### config.mk
export PLATFORM = sky130hd
export DESIGN_NAME = uart_cmd_rx
export DESIGN_NICKNAME = d
export VERILOG_FILES = /design/src/rtl/uart_cmd_rx_pkg.sv /design/src/rtl/uart_rx_core.sv /design/src/rtl/uart_cmd_rx.sv
export SDC_FILE = /design/constraint.sdc
export NUM_CORES = 1
export LEC_CHECK = 0
export ABC_AREA = 1
export BUFFER_PORTS_ARGS = -buffer_cell sky130_fd_sc_hd__buf_4
export CORE_ASPECT_RATIO = 0.8
export CORE_MARGIN = 10
export CORE_UTILIZATION = 51
export DETAILED_ROUTE_END_ITERATION = 10
export GPL_TIMING_DRIVEN = 0
export PLACE_DENSITY = 0.76
export REMOVE_ABC_BUFFERS = 1
export SLEW_MARGIN = 20
export SYNTH_ARGS = -nofsm -noshare
export SYNTH_HDL_FRONTEND = slang
export SYNTH_SLANG_ARGS = --single-unit
### constraint.sdc
create_clock -name clk -period 1.4 [get_ports clk]
set_input_delay 0.07 -clock clk [delete_from_list [all_inputs] [get_ports clk]]
set_output_delay 0.07 -clock clk [all_outputs]
set_load 0.02 [all_outputs]
### src/rtl/uart_cmd_rx_pkg.sv
`default_nettype none
// ============================================================================
//  Module      : uart_cmd_rx_pkg
//  Description : Shared command-path types and constants. Holds the
//                assembler, response and receiver state encodings, plus
//                the standard acknowledge byte values.
//  Revision    : 1.0 - initial release
// ============================================================================
package uart_cmd_rx_pkg;

    typedef enum logic [1:0] {
        B0   = 2'd0,
        B1   = 2'd1,
        B2   = 2'd2,
        HOLD = 2'd3
    } asm_state_t;

    typedef enum logic {
        IDLE = 1'b0,
        BUSY = 1'b1
    } resp_state_t;

    typedef enum logic [1:0] {
        RX_IDLE  = 2'd0,
        RX_START = 2'd1,
        RX_DATA  = 2'd2,
        RX_STOP  = 2'd3
    } rx_state_t;

    localparam logic [7:0] POS_ACK = 8'hA5;
    localparam logic [7:0] NEG_ACK = 8'hEE;

endpackage : uart_cmd_rx_pkg
`default_nettype wire

### src/rtl/uart_rx_core.sv
`default_nettype none
// ============================================================================
//  Module      : uart_rx_core
//  Description : 8N1 UART byte receiver. Two-flop synchronizer, falling-edge
//                start detect, mid-bit sampling using a down-counting baud
//                counter. Produces a one-cycle rx_rdy with rx_byte on a good
//                stop bit, or a one-cycle frm_err on a low stop bit.
//  Revision    : 1.0 - initial release
// ============================================================================
module uart_rx_core
    import uart_cmd_rx_pkg::*;
#(
    parameter int BAUD_DIV = 1302
) (
    input  logic       clk,
    input  logic       rst_n,
    input  logic       RX,
    output logic       rx_rdy,
    output logic [7:0] rx_byte,
    output logic       frm_err
);

    localparam int CNT_W = (BAUD_DIV > 2) ? $clog2(BAUD_DIV) : 1;
    localparam logic [CNT_W-1:0] HALF_LOAD = CNT_W'(BAUD_DIV / 2 - 1);
    localparam logic [CNT_W-1:0] FULL_LOAD = CNT_W'(BAUD_DIV - 1);

    logic             rx_meta_q;
    logic             rx_sync_q;
    logic             rx_prev_q;
    rx_state_t        state_q;
    logic [CNT_W-1:0] baud_q;
    logic [2:0]       bit_q;
    logic [7:0]       shift_q;
    logic             rdy_q;
    logic             frm_q;
    logic             w_fall;

    // Synchronize RX into the clk domain; flops preset high so reset never looks like a start edge
    always_ff @(posedge clk or negedge rst_n) begin
        if (!rst_n) begin
            rx_meta_q <= 1'b1;
            rx_sync_q <= 1'b1;
            rx_prev_q <= 1'b1;
        end else begin
            rx_meta_q <= RX;
            rx_sync_q <= rx_meta_q;
            rx_prev_q <= rx_sync_q;
        end
    end

    assign w_fall = rx_prev_q & ~rx_sync_q;

    // Frame FSM: half-bit to the start-bit centre, then full bits for data and stop
    always_ff @(posedge clk or negedge rst_n) begin
        if (!rst_n) begin
            state_q <= RX_IDLE;
            baud_q  <= '0;
            bit_q   <= 3'd0;
            shift_q <= 8'd0;
            rdy_q   <= 1'b0;
            frm_q   <= 1'b0;
        end else begin
            rdy_q <= 1'b0;
            frm_q <= 1'b0;
            case (state_q)
                RX_IDLE: begin
                    if (w_fall) begin
                        state_q <= RX_START;
                        baud_q  <= HALF_LOAD;
                    end
                end
                RX_START: begin
                    if (baud_q == '0) begin
                        // A high start-bit sample is a glitch: abort silently
                        if (rx_sync_q) begin
                            state_q <= RX_IDLE;
                        end else begin
                            state_q <= RX_DATA;
                            baud_q  <= FULL_LOAD;
                            bit_q   <= 3'd0;
                        end
                    end else begin
                        baud_q <= baud_q - CNT_W'(1);
                    end
                end
                RX_DATA: begin
                    if (baud_q == '0) begin
                        shift_q <= {rx_sync_q, shift_q[7:1]};
                        baud_q  <= FULL_LOAD;
                        bit_q   <= bit_q + 3'd1;
                        if (bit_q == 3'd7) begin
                            state_q <= RX_STOP;
                        end
                    end else begin
                        baud_q <= baud_q - CNT_W'(1);
                    end
                end
                RX_STOP: begin
                    if (baud_q == '0) begin
                        if (rx_sync_q) begin
                            rdy_q <= 1'b1;
                        end else begin
                            frm_q <= 1'b1;
                        end
                        state_q <= RX_IDLE;
                    end else begin
                        baud_q <= baud_q - CNT_W'(1);
                    end
                end
                default: state_q <= RX_IDLE;
            endcase
        end
    end

    assign rx_rdy  = rdy_q;
    assign rx_byte = shift_q;
    assign frm_err = frm_q;

endmodule : uart_rx_core
`default_nettype wire

### src/rtl/uart_cmd_rx.sv
`default_nettype none
// ============================================================================
//  Module      : uart_cmd_rx
//  Description : UART command front end. Assembles three received bytes
//                (MSB first) into a 24-bit command held until cleared, and
//                relays a one-byte response to an external transmitter.
//                Optional inter-byte timeout enabled by CMD_TIMEOUT_EN.
//  Revision    : 1.0 - initial release
// ============================================================================
module uart_cmd_rx
    import uart_cmd_rx_pkg::*;
#(
    parameter int BAUD_DIV    = 1302,
    parameter int TIMEOUT_CYC = 500000
) (
    input  logic        clk,
    input  logic        rst_n,
    input  logic        RX,
    input  logic        clr_cmd_rdy,
    input  logic        send_resp,
    input  logic [7:0]  resp_data,
    input  logic        tx_done,
    output logic [23:0] cmd,
    output logic        cmd_rdy,
    output logic        trmt,
    output logic [7:0]  tx_data,
    output logic        resp_sent,
    output logic        ovr_err,
    output logic        frm_err
);

    logic        w_rx_rdy;
    logic [7:0]  w_rx_byte;
    logic        w_timeout;

    asm_state_t  asm_q;
    logic [23:0] cmd_q;
    logic        cmd_rdy_q;
    logic        ovr_err_q;

    resp_state_t resp_q;
    logic        trmt_q;
    logic [7:0]  tx_data_q;
    logic        resp_sent_q;

    uart_rx_core #(
        .BAUD_DIV (BAUD_DIV)
    ) u_rx_core (
        .clk     (clk),
        .rst_n   (rst_n),
        .RX      (RX),
        .rx_rdy  (w_rx_rdy),
        .rx_byte (w_rx_byte),
        .frm_err (frm_err)
    );

`ifdef CMD_TIMEOUT_EN
    localparam int TO_W = $clog2(TIMEOUT_CYC + 1);
    logic [TO_W-1:0] idle_cnt_q;
    logic            w_mid_cmd;

    assign w_mid_cmd = (asm_q == B1) || (asm_q == B2);
    assign w_timeout = w_mid_cmd && (idle_cnt_q == TO_W'(TIMEOUT_CYC - 1));

    // Idle counter between bytes of one command; every entry to B1/B2 comes with rx_rdy
    always_ff @(posedge clk or negedge rst_n) begin
        if (!rst_n) begin
            idle_cnt_q <= '0;
        end else if (w_rx_rdy || !w_mid_cmd || w_timeout) begin
            idle_cnt_q <= '0;
        end else begin
            idle_cnt_q <= idle_cnt_q + TO_W'(1);
        end
    end
`else
    assign w_timeout = 1'b0;
`endif

    // Command assembler: B0/B1/B2 capture bytes, HOLD keeps the command until cleared
    always_ff @(posedge clk or negedge rst_n) begin
        if (!rst_n) begin
            asm_q     <= B0;
            cmd_q     <= 24'd0;
            cmd_rdy_q <= 1'b0;
            ovr_err_q <= 1'b0;
        end else begin
            ovr_err_q <= 1'b0;
            case (asm_q)
                B0: begin
                    if (w_rx_rdy) begin
                        cmd_q[23:16] <= w_rx_byte;
                        asm_q        <= B1;
                    end
                end
                B1, B2: begin
                    // On a timeout the partial command is abandoned; a byte landing now starts afresh
                    if (w_timeout) begin
                        if (w_rx_rdy) begin
                            cmd_q[23:16] <= w_rx_byte;
                            asm_q        <= B1;
                        end else begin
                            asm_q <= B0;
                        end
                    end else if (w_rx_rdy) begin
                        if (asm_q == B1) begin
                            cmd_q[15:8] <= w_rx_byte;
                            asm_q       <= B2;
                        end else begin
                            cmd_q[7:0] <= w_rx_byte;
                            cmd_rdy_q  <= 1'b1;
                            asm_q      <= HOLD;
                        end
                    end
                end
                HOLD: begin
                    if (clr_cmd_rdy) begin
                        cmd_rdy_q <= 1'b0;
                        if (w_rx_rdy) begin
                            cmd_q[23:16] <= w_rx_byte;
                            asm_q        <= B1;
                        end else begin
                            asm_q <= B0;
                        end
                    end else if (w_rx_rdy) begin
                        ovr_err_q <= 1'b1;
                    end
                end
                default: asm_q <= B0;
            endcase
        end
    end

    // Response relay: latch the byte, pulse trmt, wait for tx_done, pulse resp_sent
    always_ff @(posedge clk or negedge rst_n) begin
        if (!rst_n) begin
            resp_q      <= IDLE;
            trmt_q      <= 1'b0;
            tx_data_q   <= 8'd0;
            resp_sent_q <= 1'b0;
        end else begin
            trmt_q      <= 1'b0;
            resp_sent_q <= 1'b0;
            case (resp_q)
                IDLE: begin
                    if (send_resp) begin
                        tx_data_q <= resp_data;
                        trmt_q    <= 1'b1;
                        resp_q    <= BUSY;
                    end
                end
                BUSY: begin
                    if (tx_done) begin
                        resp_sent_q <= 1'b1;
                        resp_q      <= IDLE;
                    end
                end
                default: resp_q <= IDLE;
            endcase
        end
    end

    assign cmd       = cmd_q;
    assign cmd_rdy   = cmd_rdy_q;
    assign ovr_err   = ovr_err_q;
    assign trmt      = trmt_q;
    assign tx_data   = tx_data_q;
    assign resp_sent = resp_sent_q;

endmodule : uart_cmd_rx
`default_nettype wire

==> summary.md, run 1 <==
| Metric | Value |
|---|---|
| Status | complete, but fails checks |
| Failing checks | setup timing |
| Total Routed Length | 9590 um |
| Final non-filler cell total | between 500 and 600 |
| CTS H-tree depth | 3 |
| Sw Pwr | 0.00379 W |
| Max incr delay on CP | between 0.4 and 0.5 ns |
| Routed length per instance | 17.5 um |
| Fin. Hold Viols | 0 |
| Clock-pin slew of the registers on the worst-case setup and hold paths | 0.07 ns |
| Initial antenna violation count | 0 |
| I/O Pins | 51 |
| Min cycle time layout | between 1.5 and 2 ns |
| Int Pwr | 0.00530 W |
| FF-to-FF Start | u_rx_core.baud_q[0] |
| Maximum vdd drop | 1360 uV |
| Root buffer cell | clkbuf_8 |
| Via/cell ratio | 5.13 |
| Setup violators final | 26 |
| Max-Cap Viols | 0 |
| Core footprint | 5970 um2 |
| Skew-Pair Late Insertion Delay | approximately 0.35 ns |
| Pin count of the biggest net entering global routing | slightly below 70 |
| Post-route DRC violation count | 0 |
| Post-Synthesis Cells | 349 |
| Initial Utilization | between 50% and 60% |
| Ys Warns | 0 |
| Port Buffer Count | 50 |
| R2r endpoint | u_rx_core.bit_q[0] |
| First-pass DRT Iterations | 4 |
| Setup crit end kind | flop |
| Leak | approximately 2.3 nW |
| Clk_skew | between 0.007 and 0.008 ns |
| Final Cycle Share | 111% |
| Hpwl dp | between 4000 and 5000 um |
| Clock Tree Buf Depth | 2 |
| Area Growth Syn to Fin | 48.5% |
| Rows | 25 |
| Die Y | 90.6 um |
| Worst rel slew slack | 42.8% |
| Crit-path cells | inv_2 > ha_4 > inv_2 > nor2_4 > nand3_4 > o22ai_4 > nand2_2 > nand2_2 > o21ai_2 |
| Comb power frac | 51.4% |
| Gpl congestion | 0.862 |
| Max FO, Critical Path | 5 |
| WS Path Type | reg2reg |
| RSZ-0062 raised after global routing | true |
| First-pass GRT wire length | 13300 um |
| Final net count | 488 |
| Die ar. | 9810 um2 |
| Vias in the first global route | 2765 |
| R2R depth | 9 |
| Hold depth | 5 |
| Hold slack | 0.124 ns |
| FF+latch count, synth | 68 |
| Critical path's slowest cell | dfrtp_1 |
| Seq pwr share | 28.7% |
| WHS Endpoint | ovr_err |
| Startpoint types | flop |
| Detailed-route via count | 2807 |
| Fin worst setup slack | -0.149 ns |
| FMAX | 0.646 GHz |
| Placed insts | roughly 480 |
| Clock power frac | 19.9% |
| Worst endpoint required time | 1.63 ns |
| Min-Delay Startpoint | clr_cmd_rdy |
| Synth cell types | 33 |
| Synthesized cell area | around 3200 um2 |
| Ratio of cells with drive above 1 in the final layout | 46.8% |
| Avg Cell Area, Syn | 9.11 um2 |
| DR iter-0 viols | around 150 |
| Overflow after GRT | 0 |
| Die X-Extent | 108 um |
| Worst R2R Setup Slack | -0.15 ns |
| Clock tree sinks | 68 |
| CTS tree | done |
| Hold crit path type | in2reg |
| Pins Over Slew Limit | 0 |
| ANT cells | 0 |
| Pwr dens | 1920 nW/um2 |
| GRT Util Overall | roughly 17% |
| Slew @ Worst Pin | 0.858 ns |
| Switching share of power | a little over two fifths |
| Final core occ | between 70% and 80% |
| Worst EP arrival | 1.78 ns |
| Clock buffer count from CTS | 9 |
| Sequential-to-total area share from yosys stat | 53.6% |
| Detail Route Antenna Nets | 0 |
-- layout make-up --
class	count	area (um2)
tap	81	101
multi-input combinational	239	1690
clock buffer	10	138
inverter	40	173
fill	341	1250
clock inverter	6	87.6
sequential	68	1710
timing repair buffer	103	820
-- cells in the mapped netlist (all sizes together) --
library cell / instances / share of area (%)
nor3: 2 / 0.31
or2: 1 / 0.20
dfstp: 3 / 2.5
o22ai: 2 / 0.59
nand2: 117 / 15
nor2: 25 / 4.5
xor2: 3 / 0.83
inv: 39 / 4.8
nand3b: 1 / 0.24
clkbuf: 3 / 0.35
buf: 1 / 0.47
dfrtp: 65 / 51
o21ai: 44 / 7.6
a21oi: 10 / 1.8
o21bai: 2 / 0.94
xnor2: 2 / 0.55
nand3: 11 / 2.1
clkinv: 1 / 0.12
nand4: 4 / 0.79
ha: 13 / 5.1
-- how the worst max path moves through the flow --
stage                         start              endpoint  slack [ns]
6_report        u_rx_core.baud_q[0]    u_rx_core.bit_q[0]       -0.15
5_1_grt         u_rx_core.baud_q[0]    u_rx_core.bit_q[0]       -0.21
4_1_cts         u_rx_core.baud_q[1]   u_rx_core.baud_q[6]       -0.15
3_5_place_dp               asm_q[0]               cmd[16]       -0.37
3_3_place_gp               asm_q[0]               cmd[22]       -0.31
2_1_floorplan  u_rx_core.state_q[0]  u_rx_core.state_q[0]       -0.05
-- placed cells by master (no fill, tap or decap), drive strengths merged --
master       instances
a21oi               10
buf                 92
bufinv               2
clkbuf              10
clkinv               6
dfrtp               65
dfstp                3
dlygate4sd3         11
ha                  13
inv                 38
nand2              117
nand3               12
nand3b               1
nand4                4
nor2                26
nor3                 2
o21ai               44
o21bai               2
o22ai                2
or2                  1
xnor2                2
xor2                 3
-- flip-flops by register name (all words and copies together), names as in the netlist, named ones only --
name                 cells
asm_q                    2
cmd                     24
cmd_rdy                  1
ovr_err                  1
resp_q                   1
resp_sent                1
trmt                     1
tx_data                  8
u_rx_core.baud_q        11
u_rx_core.bit_q          3
u_rx_core.frm_err        1
u_rx_core.rx_byte        8
u_rx_core.rx_meta_q      1
u_rx_core.rx_prev_q      1
u_rx_core.rx_rdy         1
u_rx_core.rx_sync_q      1
u_rx_core.state_q        1
-- logic make-up after synthesis --
logic type                 after synthesis  synth area share [%]
AOI/OAI and AO/OA                       58                  11.0
buffers and inverters                   44                  5.70
DFF                                     68                  53.6
adders and majority gates               13                  5.11
xor gates and xnor gates                 5                  1.38
and+or+nand+nor                        161                  23.2
-- stage by stage --
stage          TNS (ns)  setup slack (ns)  area (um2)  total power [W]
2_1_floorplan    -0.125           -0.0476        3150          0.00447
3_3_place_gp      -5.95            -0.308        3630          0.00499
3_5_place_dp      -6.88            -0.372        3630          0.00508
4_1_cts           -1.35            -0.153        4300          0.00770
5_1_grt           -3.59            -0.210        4720          0.00953
6_report          -1.86            -0.149        4720          0.00908
-- metal layers --
metal  wire length (um)  global-route usage, %
met1               3850                   19.9
met2               4880                   27.0
met3                631                   6.78
met4                232                   4.39
met5                  0                      0
-- power groups by stage --
stage                     registers [W]  logic (W)  clock network, W
after floorplan                 0.00256    0.00190                 0
after global placement          0.00252    0.00247                 0
after detailed placement        0.00252    0.00255                 0
after CTS                       0.00250    0.00336           0.00183
after global routing            0.00264    0.00497           0.00193
final                           0.00261    0.00467           0.00181
-- timing repair --
| action | in CTS | in global routing |
|---|---|---|
| hold buffers | 11 | 0 |
| hold endpoints to repair | 76 | 0 |
| gates resized for setup | 48 | 79 |
| pin swaps | 17 | 40 |
| setup buffers | 19 | 23 |
| cloned | 2 | 0 |
| setup endpoints to repair | 37 | 50 |
-- critical path: cells and delay by family, from the launching register on --
| kind | cells | cell delay, ns |
|---|---|---|
| and+or+nand+nor | 4 | 0.44 |
| DFF | 1 | 0.41 |
| AOI/OAI and AO/OA | 2 | 0.29 |
| adders and majority gates | 1 | 0.15 |
| buffers and inverters | 2 | 0.14 |
Note: power is estimated with default switching activity, not from simulation.
==> run 2, diff against run 1 <==
--- a/config.mk
+++ b/config.mk
@@ -13,6 +13,7 @@
 export DETAILED_ROUTE_END_ITERATION = 10
 export GPL_TIMING_DRIVEN = 0
 export PLACE_DENSITY = 0.76
+export RECOVER_POWER = 50
 export REMOVE_ABC_BUFFERS = 1
 export SLEW_MARGIN = 20
 export SYNTH_ARGS = -nofsm -noshare
==> summary.md, run 2 (same netlist as run 1, synthesis figures left out) <==
| Metric | Value |
|---|---|
| Status | complete, but fails checks |
| Failing checks | setup timing |
| Min cycle time layout | 1.55 ns (-0.000167 ns) |
| Clock tree sinks | 68 (unchanged) |
| First-pass DRT Iterations | 4 (unchanged) |
| Die Y | 90.6 um (unchanged) |
| Die X-Extent | 108 um (unchanged) |
| Sw Pwr | 0.00379 W (about the same) |
| CTS tree | done |
| First-pass GRT wire length | 13300 um (unchanged) |
| Worst R2R Setup Slack | -0.15 ns (about the same) |
| Leak | 2.17 nW (-6.6%) |
| Final core occ | 76.7% (-2.4 points) |
| Post-route DRC violation count | 0 (unchanged) |
| Max reg flops | 24 (unchanged) |
| Startpoint types | flop |
| DP Area | 3630 um2 (unchanged) |
| Routed length per instance | 17.5 um (-0.29%) |
| Initial Utilization | 53.2% (unchanged) |
| Pin count of the biggest net entering global routing | 69 (unchanged) |
| Total Routed Length | 9570 um (-0.29%) |
| Clk_skew | 0.00790 ns (+0.000669 ns) |
| Final Cycle Share | 111% (about the same) |
| Gpl congestion | 0.862 (unchanged) |
| Overflow after GRT | 0 (unchanged) |
| CP Buf/Inv Count | 3 (+1) |
| Area Growth Syn to Fin | 44.1% |
| Int Pwr | 0.00524 W (-1.1%) |
| Pwr dens | 1970 nW/um2 (+2.4%) |
| Worst EP arrival | 1.82 ns (+0.04 ns) |
| Metal1 wirelength | 3890 um (+0.96%) |
| Detailed-route via count | 2835 (+1.0%) |
| Core footprint | 5970 um2 (unchanged) |
| Rows | 25 (unchanged) |
| DR iter-0 viols | 150 (-0.66%) |
| R2r endpoint | u_rx_core.bit_q[0] |
| Most common cell after layout, fill and taps aside | nand2_1 |
| Seq pwr share | 28.9% (+0.2 points) |
| Hold slack | 0.123 ns (-0.000130 ns) |
| Detail Route Antenna Nets | 0 (unchanged) |
| Fin worst setup slack | -0.148 ns (+0.000167 ns) |
| WHS Endpoint | ovr_err |
| FMAX | 0.646 GHz (about the same) |
| Critical path's top delay family | simple AND/OR/NAND/NOR gates |
| Worst rel slew slack | 38.5% (-4.3 points) |
| Min-Delay Startpoint | clr_cmd_rdy |
| Max-Cap Viols | 0 (unchanged) |
| Hpwl dp | 4780 um (unchanged) |
| Clock-pin slew of the registers on the worst-case setup and hold paths | 0.07 ns (about the same) |
| Fin. Hold Viols | 0 (unchanged) |
| WL met3 | 509 um (-19%) |
| Skew-Pair Late Insertion Delay | 0.35 ns (about the same) |
| GRT Util Overall | 16.6% (unchanged) |
| Initial antenna violation count | 0 (unchanged) |
| WS Path Type | reg2reg |
| Via/cell ratio | 5.18 (+1.0%) |
| R2R depth | 9 (unchanged) |
| FF-to-FF Start | u_rx_core.baud_q[0] |
| Crit-path cells | inv_2 > ha_4 > inv_2 > nor2_4 > nand3_4 > nor2_4 > buf_6 > nand3_4 > o21ai_2 |
| Uppermost layer routed | met4 |
| Clock buffer count from CTS | 9 (unchanged) |
| Slew @ Worst Pin | 0.923 ns (+0.0650 ns) |
| Final Instance Area | 4580 um2 (-3.0%) |
| Vias in the first global route | 2765 (unchanged) |
| CTS H-tree depth | 3 (unchanged) |
| Die ar. | 9810 um2 (unchanged) |
| Hold depth | 5 (unchanged) |
| Root buffer cell | clkbuf_8 |
| Critical path's slowest cell | dfrtp_1 |
| Maximum vdd drop | 1360 uV (about the same) |
| Clock power frac | 20.1% (+0.2 points) |
| Switching share of power | 42.0% (+0.29 points) |
| ANT cells | 0 (unchanged) |
| Setup crit end kind | flop |
| Pins Over Slew Limit | 0 (unchanged) |
| Comb power frac | 51.1% (-0.3 points) |
| Max FO, Critical Path | 3 (-2) |
| Final net count | 488 (unchanged) |
| Clock Tree Buf Depth | 2 (unchanged) |
| Most frequent cells in the layout | nand2_1 (86), dfrtp_1 (58), buf_4 (47), clkbuf_1 (37) |
| Hold crit path type | in2reg |
| RSZ-0062 raised after global routing | true |
| Ratio of cells with drive above 1 in the final layout | 38.4% (-8.4 points) |
| DR WL met2 | 4960 um (+1.6%) |
| I/O Pins | 51 (unchanged) |
| Max incr delay on CP | 0.41 ns (about the same) |
| Setup TNS | -2.01 ns (-0.159 ns) |
| Setup violators final | 26 (unchanged) |
| Port Buffer Count | 50 (unchanged) |
| Worst endpoint required time | 1.67 ns (+0.04 ns) |
## run 2: cell types whose count changed in the layout (fill, tap and decap cells not counted)
| cell | previous run | this run |
|---|---|---|
| dfstp_1 | 0 | 1 |
| ha_2 | 2 | 1 |
| dfstp_2 | 3 | 2 |
| ha_1 | 4 | 5 |
| buf_4 | 87 | 47 |
| clkbuf_1 | 0 | 37 |
| clkbuf_4 | 0 | 3 |
## run 2: what timing repair did
item                                   in CTS  in global routing
resized for setup                          48                 79
endpoints found under the hold margin      76                  0
pin swaps                                  17                 40
setup buffers                              19                 23
hold buffers                               11                  0
cloned                                      2                  0
setup endpoints to repair                  37                 50
## run 2: metal layers
layer / up-vias / global-route usage (%)
li1: 1333 / -
met1: 1394 / 19.9
met2: 88 / 27.0
met3: 20 / 6.78
met4: 0 / 4.39
met5: - / 0
## run 2: worst max path at each step
stage                              start                    to  slack, ns  cells past startpoint
finish               u_rx_core.baud_q[0]    u_rx_core.bit_q[0]      -0.15                      9
global route         u_rx_core.baud_q[0]    u_rx_core.bit_q[0]      -0.21                      9
CTS                  u_rx_core.baud_q[1]   u_rx_core.baud_q[6]      -0.15                      9
detailed placement              asm_q[0]               cmd[16]      -0.37                      5
global placement                asm_q[0]               cmd[22]      -0.31                      5
floorplan           u_rx_core.state_q[0]  u_rx_core.state_q[0]      -0.05                      9
## run 2: cell type report
class	instances	area [um2]
clock buffer	10	138
clock inverter	6	87.6
fill	399	1390
inverter	40	173
multi-input combinational	239	1690
sequential	68	1710
tap	81	101
timing repair buffer	103	681
## run 2: power by group through the flow
stage	sequential (W)	clock [W]	combinational [W]
after CTS	0.00250	0.00183	0.00336
after global placement	0.00252	0	0.00247
final	0.00260	0.00181	0.00461
after floorplan	0.00256	0	0.00190
after detailed placement	0.00252	0	0.00255
after global routing	0.00263	0.00193	0.00491
## run 2: metrics by stage
stage	total power [W]	setup slack, ns	cells
after floorplan	0.00447	-0.0476	345
after detailed placement	0.00508	-0.372	476
after global routing	0.00947	-0.210	547
after CTS	0.00770	-0.153	524
after global placement	0.00499	-0.308	476
final	0.00902	-0.148	547
## run 2: tightest hold or removal path, cell delays in order
cell and delay (ns):
buf_4 0.08, inv_1 0.03, nand2_2 0.10, buf_4 0.12, nor2_1 0.03
==> run 3, diff against run 2 <==
--- a/config.mk
+++ b/config.mk
@@ -5,7 +5,6 @@
 export SDC_FILE = /design/constraint.sdc
 export NUM_CORES = 1
 export LEC_CHECK = 0
-export ABC_AREA = 1
 export BUFFER_PORTS_ARGS = -buffer_cell sky130_fd_sc_hd__buf_4
 export CORE_ASPECT_RATIO = 0.8
 export CORE_MARGIN = 10
@@ -18,4 +17,5 @@
 export SLEW_MARGIN = 20
 export SYNTH_ARGS = -nofsm -noshare
 export SYNTH_HDL_FRONTEND = slang
+export SYNTH_HIERARCHICAL = 1
 export SYNTH_SLANG_ARGS = --single-unit
==> summary.md, run 3 <==
| Metric | Value |
|---|---|
| Ys Warns | 6 (+6) |
| Clock Tree Buf Depth | 2 (unchanged) |
| Startpoint types | flop |
| Pins Over Slew Limit | 0 (unchanged) |
| Port Buffer Count | 50 (unchanged) |
| Fillers | 344 (-14%) |
| Status | complete, but fails checks |
| Flip-flop and latch area | 1710 um2 (-0.22%) |
| I/O Pins | 51 (unchanged) |
| Area Growth Syn to Fin | 42.1% |
| GRT Util Overall | 16.4% (-0.21 points) |
| Final non-filler cell total | 435 (-20%) |
| Metal1 wirelength | 3410 um (-12%) |
| Multi-input combinational cell area | 1690 um2 (+0.15%) |
| WL met3 | 547 um (+7.5%) |
| Clock-pin slew of the registers on the worst-case setup and hold paths | 0.07 ns (about the same) |
| Gpl congestion | 0.798 (-7.4%) |
| Hold crit path type | in2reg |
| Fin. Hold Viols | 0 (unchanged) |
| Ratio of cells with drive above 1 in the final layout | 56.5% (+18 points) |
| Max FO, Critical Path | 6 (+3) |
| Clk_skew | 0.00717 ns (-0.000732 ns) |
| DR WL met2 | 4320 um (-13%) |
| Clock tree sinks | 68 (unchanged) |
| CTS H-tree depth | 3 (unchanged) |
| WS Path Type | reg2reg |
| Die ar. | 9850 um2 (+0.38%) |
| Min cycle time layout | 1.88 ns (+0.328 ns) |
| R2R depth | 8 (-1) |
| Hold depth | 3 (-2) |
| Most frequent cells in the layout | buf_4 (72), dfrtp_1 (61), mux2_2 (31), dlygate4sd3_1 (12) |
| Worst EP arrival | 2.10 ns (+0.28 ns) |
| Worst rel slew slack | 43.9% (+5.4 points) |
| Via/cell ratio | 5.66 (+9.3%) |
| Max-Cap Viols | 0 (unchanged) |
| Detail Route Antenna Nets | 0 (unchanged) |
| Post-synth ARST share | 100% (unchanged) |
| Synth cell count leaders | dfrtp_1 (65), mux2_2 (32), ha_1 (14), nor2_1 (14), o21ai_0 (13) |
| Pwr dens | 1840 nW/um2 (-6.6%) |
| Initial antenna violation count | 0 (unchanged) |
| Synthesized cell area | 3200 um2 (+0.47%) |
| Initial Utilization | 53.2% (about the same) |
| Root buffer cell | clkbuf_8 |
| Pin count of the biggest net entering global routing | 69 (unchanged) |
| Setup TNS | -11.92 ns (-9.91 ns) |
| FF+latch count, synth | 68 (unchanged) |
| Setup crit end kind | flop |
| Synth area leader | dfrtp_1 |
| CTS tree | done |
| Overflow after GRT | 0 (unchanged) |
| Die X-Extent | 109 um (+0.19%) |
| Hpwl dp | 4520 um (-5.5%) |
| Die Y | 90.8 um (+0.18%) |
| Rows | 25 (unchanged) |
| Total Routed Length | 8550 um (-11%) |
| ANT cells | 0 (unchanged) |
| Leading post-synthesis cells by cell area | dfrtp_1 (51%), mux2_2 (11%), ha_1 (5.5%), mux2_4 (4.2%), dfstp_2 (2.5%) |
| Maximum vdd drop | 1340 uV (-0.91%) |
| Slew @ Worst Pin | 0.841 ns (-0.0815 ns) |
| Most frequent cell after synthesis | dfrtp_1 |
| Max reg flops | 24 (unchanged) |
| Failing checks | setup timing |
| First-pass GRT wire length | 13000 um (-2.7%) |
| Post-route DRC violation count | 0 (unchanged) |
| Number of synthesized flops with an enable pin | 0 (unchanged) |
| Most common cell after layout, fill and taps aside | buf_4 |
| Final Cycle Share | 134% (+23 points) |
| Clock buffer count from CTS | 9 (unchanged) |
| Uppermost layer routed | met4 |
| RSZ-0062 raised after global routing | true |
| Synth cell types | 51 (+55%) |
| FMAX | 0.533 GHz (-17%) |
| Routed length per instance | 19.7 um (+12%) |
| Share of the synthesized area in the top cell type | 50.9% (-0.24 points) |
| Worst slack at placement | -0.936 ns (-0.564 ns) |
| Final net count | 377 (-23%) |
| Post-Synthesis Cells | 249 (-29%) |
| DR iter-0 viols | 147 (-2.0%) |
| Worst endpoint required time | 1.63 ns (-0.04 ns) |
| Sequential-to-total area share from yosys stat | 53.4% (-0.25 points) |
| Leak | 2.21 nW (+1.5%) |
| Core footprint | 6010 um2 (+0.52%) |
| Setup violators final | 52 (+100%) |
| Avg Cell Area, Syn | 12.8 um2 (+41%) |
| Predominant post-synthesis flop cell | dfrtp_1 |
| Fin worst setup slack | -0.476 ns (-0.328 ns) |
| First-pass DRT Iterations | 4 (unchanged) |
| Detailed-route via count | 2464 (-13%) |
| Vias in the first global route | 2502 (-9.5%) |
| Skew-Pair Late Insertion Delay | 0.36 ns (about the same) |
| Placed insts | 374 (-21%) |
run 3: worst max-delay path, stage by stage (launching register included):
cell	delay (ns)
dfrtp_1	0.40
inv_2	0.09
ha_1	0.17
nor2b_4	0.23
buf_4	0.15
nand3_4	0.13
o21ai_4	0.30
or4_4	0.19
o221ai_2	0.08
run 3: power breakdown:
part	leakage (nW)	switching (W)	total (W)	internal (W)
combinational	1.20	0.00208	0.00394	0.00185
sequential	0.893	0.000325	0.00259	0.00226
clock	0.116	0.000772	0.00182	0.00105
total	2.21	0.00318	0.00835	0.00517
run 3: per-stage QoR:
stage	total power, W	instance area, um2	hold WS [ns]	util, %
final	0.00835	4540	0.0890	75.6
after global routing	0.00874	4540	0.0783	75.6
after CTS	0.00777	4400	0.0687	73.3
after detailed placement	0.00489	3620	0.182	60.4
after global placement	0.00479	3620	0.179	60.4
after floorplan	0.00426	3150	-0.226	-
run 3: cell families after synthesis:
logic type / after synthesis / share of synthesized area, %
and+or+nand+nor: 54 / 10.6
AOI/OAI and AO/OA: 52 / 11.3
muxes: 44 / 16.5
DFF: 68 / 53.4
adders and majority gates: 14 / 5.48
buffers and inverters: 17 / 2.78
run 3: final cells by class:
type / instances / share of cell area (%)
Tap cell: 81 / 2.23
Clock buffer: 10 / 3.03
Multi-Input combinational cell: 165 / 37.2
Timing Repair Buffer: 94 / 16.9
Clock inverter: 6 / 1.93
Sequential cell: 68 / 37.7
Inverter: 11 / 0.964
run 3: repair_timing:
item                                    4_1_cts  5_1_grt
buffers inserted                             26        6
endpoints found under the hold margin        76        0
cloned                                        1        0
hold buffers                                 12        0
endpoints found under the setup margin       60       52
pin swaps                                    16       10
resized for setup                            55       27
run 3: worst paths after layout:
check                                          from              endpoint  slack (ns)
max in group asynchronous                     rst_n  u_rx_core/state_q[0]        0.45
worst max-delay path            u_rx_core/baud_q[0]   u_rx_core/baud_q[0]       -0.48
worst min register to register  u_rx_core/rx_meta_q   u_rx_core/rx_sync_q        0.36
worst min-delay path                    clr_cmd_rdy               ovr_err        0.09
min in group asynchronous                     rst_n      u_rx_core/rx_rdy        0.37
worst max register to register  u_rx_core/baud_q[0]   u_rx_core/baud_q[0]       -0.48
run 3: metal layers:
metal	global-route usage (%)	up-vias
li1	-	1105
met1	19.2	1242
met2	26.8	96
met3	5.78	21
met4	6.36	0
met5	0	-
